## config.mk

```make
export PLATFORM = sky130hd
export DESIGN_NAME = inst_mem_loader
export DESIGN_NICKNAME = d
export VERILOG_FILES = /design/src/rtl/inst_mem_loader.sv
export SDC_FILE = /design/constraint.sdc
export NUM_CORES = 1
export LEC_CHECK = 0
export BUFFER_PORTS_ARGS = -buffer_cell sky130_fd_sc_hd__buf_2
export CORE_ASPECT_RATIO = 0.9
export CORE_MARGIN = 3
export CORE_UTILIZATION = 60
export CTS_BUF_LIST = sky130_fd_sc_hd__clkbuf_4
export CTS_CLUSTER_DIAMETER = 120
export DETAILED_ROUTE_END_ITERATION = 12
export PLACE_DENSITY = 0.82
export SETUP_SLACK_MARGIN = 0.2
export SYNTH_ARGS = -nofsm -noshare
export SYNTH_HDL_FRONTEND = slang
export SYNTH_SLANG_ARGS = --single-unit
```

## constraint.sdc

```tcl
create_clock -name clock -period 7.3 [get_ports clock]
set_input_delay 0.73 -clock clock [delete_from_list [all_inputs] [get_ports clock]]
set_output_delay 0.73 -clock clock [all_outputs]
set_load 0.01 [all_outputs]
```

## src/rtl/inst_mem_loader.sv

```systemverilog
// Instruction-memory loader: receives a length-prefixed stream of big-endian
// 16-bit words, writes them to instruction memory and holds the CPU in reset
// until a complete program has been loaded.
//
//   state   | meaning
//   --------+-----------------------------------------------
//   LEN_HI  | waiting (no timeout) for high byte of word count N
//   LEN_LO  | waiting for low byte of N, then range check
//   DATA_HI | waiting for high byte of the current word
//   DATA_LO | waiting for low byte; acceptance issues the write
//   DONE    | program loaded, CPU released; start restarts
//   ERROR   | oversize frame or inter-byte timeout; start restarts
module inst_mem_loader #(
  parameter int DEPTH          = 256,
  parameter int TIMEOUT_CYCLES = 1000
) (
  input  logic        clock,
  input  logic        reset,
  input  logic [7:0]  byte_in,
  input  logic        byte_valid,
  output logic        byte_ready,
  input  logic        start,
  output logic        mem_we,
  output logic [15:0] mem_addr,
  output logic [15:0] mem_data,
  output logic        cpu_reset,
  output logic        done,
  output logic        error
);

  typedef enum logic [2:0] {
    S_LEN_HI, S_LEN_LO, S_DATA_HI, S_DATA_LO, S_DONE, S_ERROR
  } state_t;

  localparam int                IDLE_W    = $clog2(TIMEOUT_CYCLES + 1);
  // The edge on which the idle count would reach TIMEOUT_CYCLES is the edge
  // that enters ERROR, so the compare looks one count early.
  localparam logic [IDLE_W-1:0] IDLE_LAST = IDLE_W'(TIMEOUT_CYCLES - 1);
  localparam logic [16:0]       DEPTH_W   = 17'(DEPTH);

  state_t              state_q, state_d;
  logic [15:0]         len_q, len_d;
  logic [7:0]          hi_q, hi_d;
  logic [15:0]         idx_q, idx_d;
  logic [IDLE_W-1:0]   idle_q, idle_d;
  logic                mem_we_q, mem_we_d;
  logic [15:0]         mem_addr_q, mem_addr_d;
  logic [15:0]         mem_data_q, mem_data_d;

  logic        accept;
  logic        timeout;
  logic        counting;
  logic        last_word;
  logic [15:0] len_word;

  assign accept    = byte_valid & byte_ready;
  assign counting  = (state_q == S_LEN_LO) || (state_q == S_DATA_HI) ||
                     (state_q == S_DATA_LO);
  assign timeout   = counting && (idle_q == IDLE_LAST) && !accept;
  assign last_word = (idx_q == len_q - 16'd1);
  assign len_word  = {hi_q, byte_in};

  assign mem_we   = mem_we_q;
  assign mem_addr = mem_addr_q;
  assign mem_data = mem_data_q;

  // State and datapath registers, async active-high reset.
  always_ff @(posedge clock or posedge reset) begin
    if (reset) begin
      state_q    <= S_LEN_HI;
      len_q      <= '0;
      hi_q       <= '0;
      idx_q      <= '0;
      idle_q     <= '0;
      mem_we_q   <= 1'b0;
      mem_addr_q <= '0;
      mem_data_q <= '0;
    end else begin
      state_q    <= state_d;
      len_q      <= len_d;
      hi_q       <= hi_d;
      idx_q      <= idx_d;
      idle_q     <= idle_d;
      mem_we_q   <= mem_we_d;
      mem_addr_q <= mem_addr_d;
      mem_data_q <= mem_data_d;
    end
  end

  // Next-state logic; an accepted byte always beats a same-cycle timeout.
  always_comb begin
    state_d = state_q;
    case (state_q)
      S_LEN_HI:  if (accept) state_d = S_LEN_LO;
      S_LEN_LO: begin
        if (accept) begin
          if (len_word == 16'd0)                state_d = S_DONE;
          else if ({1'b0, len_word} > DEPTH_W)  state_d = S_ERROR;
          else                                  state_d = S_DATA_HI;
        end else if (timeout) state_d = S_ERROR;
      end
      S_DATA_HI: begin
        if (accept)       state_d = S_DATA_LO;
        else if (timeout) state_d = S_ERROR;
      end
      S_DATA_LO: begin
        if (accept)       state_d = last_word ? S_DONE : S_DATA_HI;
        else if (timeout) state_d = S_ERROR;
      end
      S_DONE, S_ERROR: if (start) state_d = S_LEN_HI;
      default:         state_d = S_LEN_HI;
    endcase
  end

  // Datapath: byte capture, word index, idle counter and memory write port.
  always_comb begin
    len_d      = len_q;
    hi_d       = hi_q;
    idx_d      = idx_q;
    idle_d     = idle_q;
    mem_we_d   = 1'b0;
    mem_addr_d = mem_addr_q;
    mem_data_d = mem_data_q;
    if (accept) idle_d = '0;
    else if (counting) idle_d = idle_q + 1'b1;
    case (state_q)
      S_LEN_HI:  if (accept) hi_d = byte_in;
      S_LEN_LO:  if (accept) len_d = len_word;
      S_DATA_HI: if (accept) hi_d = byte_in;
      S_DATA_LO: begin
        if (accept) begin
          mem_we_d   = 1'b1;
          mem_addr_d = idx_q;
          mem_data_d = len_word;
          if (!last_word) idx_d = idx_q + 16'd1;
        end
      end
      S_DONE, S_ERROR: begin
        if (start) begin
          idx_d  = '0;
          idle_d = '0;
        end
      end
      default: ;
    endcase
  end

  // Status outputs decoded directly from the state register.
  always_comb begin
    byte_ready = 1'b0;
    cpu_reset  = 1'b1;
    done       = 1'b0;
    error      = 1'b0;
    case (state_q)
      S_LEN_HI, S_LEN_LO, S_DATA_HI, S_DATA_LO: byte_ready = 1'b1;
      S_DONE: begin
        cpu_reset = 1'b0;
        done      = 1'b1;
      end
      S_ERROR: error = 1'b1;
      default: ;
    endcase
  end

endmodule

```

==> summary.txt <==
hold buffers post-CTS: 0
post-synthesis async set-or-reset flop share: 1.00
Setup Viol. Count Final: 0
P_sw: 0.649 mW
# resized after CTS: 0
fraction of layout cells with a size suffix above 1: 0.223
Worst Setup End Kind: register
routed vias: 3309
Hold Path Class: register to register
Pwr Density: 351 mW/mm2
Post-synth EDFFs: 0
GR Layer Usage met1: 0.346
ranking of synthesized cells by area: dfrtp_1 (50%), nand2_1 (11%), mux2_2 (5.8%), xnor2_1 (3.3%), nor2_1 (2.4%)
DR iter-0 viols: 252
DRT Wirelength: 8.62 mm
Net Count, Synth: 464
initial antenna violation count: 0
worst-margin pin slew: 1200 ps
most common flop cell mapped by yosys: dfrtp_1
CTS Buffer Depth: 2
io pins: 49
core area: 0.00676 mm2
clock sink count: 86
Final Power: 1.65 mW
Slew HR: 0.195
area leader, netlist: dfrtp_1
hold depth: 2
port bufs: 48
Max-Cap Viols: 0
P_leak: 2.23 nW
crit-path max FO: 29
global placement routability congestion: 0.847
ANT cells: 0
via count of the first global-routing pass: 3157
met3 GRT Util: 0.0417
R2R Setup Slk: 3610 ps
Core Rows: 28
CTS root buf: clkbuf_4
nets@finish: 508
Max Clock Freq: 271 MHz
RR Startpoint: len_q[2]
clk slew on worst S/H paths: 130 ps
internal power: 1.00 mW
Clk Latency, worst-skew pair: 430 ps
most used routing layer: met2
sequential share of the synthesized area: 0.501
postcts setup bufs: 0
final instance area: 0.00472 mm2
RSZ-0062 raised after global routing: no
area grow syn2layout: 9.85%
pin count of the biggest net entering global routing: 87
cell area after synthesis: 0.00429 mm2
Die Height: 86.2 um
dpl hpwl: 6.13 mm
peak supply drop: 0.215 mV
average cell area after synthesis: 9.56 um2
Chip Width: 95.2 um
WS Path Type: register to register
worst hold start: mem_addr[2]
most frequent cells after synthesis: nand2_1 (130), dfrtp_1 (86), nor2_1 (27), mux2_2 (22), xnor2_1 (16)
Antenna Nets Post-Route: 0
Critical Path AT: 4010 ps
Hold Slack: 482 ps
Seq pwr share: 0.476
final worst path period share: 0.505
CTS tree: yes
Die ar.: 0.00821 mm2
Hold Violations, Final: 0
first-pass iteration count of the detailed router: 4
# DRC: 0
CP startpoint kind: register
part of the power in combinational logic: 0.361
flops & latches, synth: 86
post-route setup TNS: 0 ps
synthesized instance count: 449
Initial Util: 0.635
Yosys Warn Count: 0
Via density: 5.63
Sw Ratio: 0.392
CTS H-tree lvls: 3
Clock power frac: 0.163
Distinct cells, synth: 50
GRT Resource Usage Total: 0.237
met2 usage: 0.363
R2R cell count: 9
CTS buffer count: 9
reg-to-reg endpoint: idx_q[0]
status: finished clean
drt wl/cell: 14.7 um
fin. max-slew vios: 0
first-pass GRT wire length: 15.1 mm
Critical Path RT: 7620 ps
total gr overflow: 0
cell area after placement: 0.00458 mm2
post-layout min period: 3690 ps
area share of the largest cell type after synthesis: 0.501
hold worst-path end: mem_addr[2]
top-count cell post-synth: nand2_1
skew final: 10.9 ps
==> through the flow <==
stage	instances	util	setup WS, ps
2_1_floorplan	449	-	3980
3_3_place_gp	572	0.677	3750
3_5_place_dp	572	0.677	3640
4_1_cts	588	0.697	3630
5_1_grt	588	0.697	3450
6_report	588	0.697	3610
==> area by class of cell <==
type                    instances  area, um2
clock buffers                   9       67.6
repair buffers                 52        270
multi-input cells             334       2000
flip-flops and latches         86       2150
clock inverters                 7       72.6
well taps                      90        113
inverters                      10       38.8
fillers                       530       2050
==> per-layer routing <==
metal,routed length (um),up-vias
met2,3990,87
met3,364,13
met5,0,-
met1,4130,1570
li1,-,1639
met4,137,0
==> power groups by stage <==
stage | registers [mW] | clock network (mW) | logic (mW)
finish | 0.788 | 0.269 | 0.597
global route | 0.816 | 0.300 | 0.675
CTS | 0.787 | 0.279 | 0.604
detailed placement | 0.795 | 0 | 0.602
global placement | 0.784 | 0 | 0.581
floorplan | 0.767 | 0 | 0.461
==> state kept, by name, summed over array words and instances, names as in the netlist <==
name and count:
hi_q 8, idle_q 10, idx_q 16, len_q 16
mem_addr 16, mem_data 16, mem_we 1, state_q 3
==> cells by family (layout without fill, tap and decap cells) <==
family | count (synthesis) | count (layout) | share of synthesized area
simple gates | 228 | 228 | 0.244
compound gates | 50 | 50 | 0.0898
fa+ha+maj | 3 | 3 | 0.00874
flops | 86 | 86 | 0.501
mux | 27 | 27 | 0.0694
xor+xnor | 26 | 26 | 0.0530
buf+inv | 29 | 78 | 0.0335
==> worst max-delay path, cell delays in order (launching register included) <==
cell and delay (ps):
dfrtp_1 460, or4_1 720, or4_4 570, or4b_4 500
a211oi_2 220, nand3_1 140, a2111oi_4 350, buf_4 360
nor2_1 130, mux2i_1 140
==> layout by cell type (no fill, tap or decap), types with 4 or more instances in the layout <==
master    Yosys  final
nand2b_1      4      4
a21oi_2       6      6
a21oi_1      10     10
mux2i_1       5      5
clkbuf_4      0      9
buf_4         0      4
nor4_1        7      7
nor3_1       12     11
dfrtp_1      86     86
o21ai_2       6      6
inv_1         9      8
nor2_1       27     27
xor2_1       10     10
o21ai_0       6      6
or3_1        10     10
nand4_1       7      7
mux2_2       22     22
or4_1         6      6
o31ai_1       5      5
nand3_1       9      9
xnor2_1      16     16
nand2_1     130    130
buf_2         2     48
==> how the worst max path moves through the flow <==
stage                        start  endpoint  slack (ps)  cells after the start
after floorplan           len_q[2]  idx_q[8]        3980                     11
after global placement    len_q[2]  idx_q[0]        3750                      9
after detailed placement  len_q[2]  idx_q[0]        3640                      9
after CTS                 len_q[2]  idx_q[0]        3630                      9
after global routing      len_q[2]  idx_q[0]        3450                      9
final                     len_q[2]  idx_q[0]        3610                      9
No activity file was read; power rests on OpenSTA's default activity.
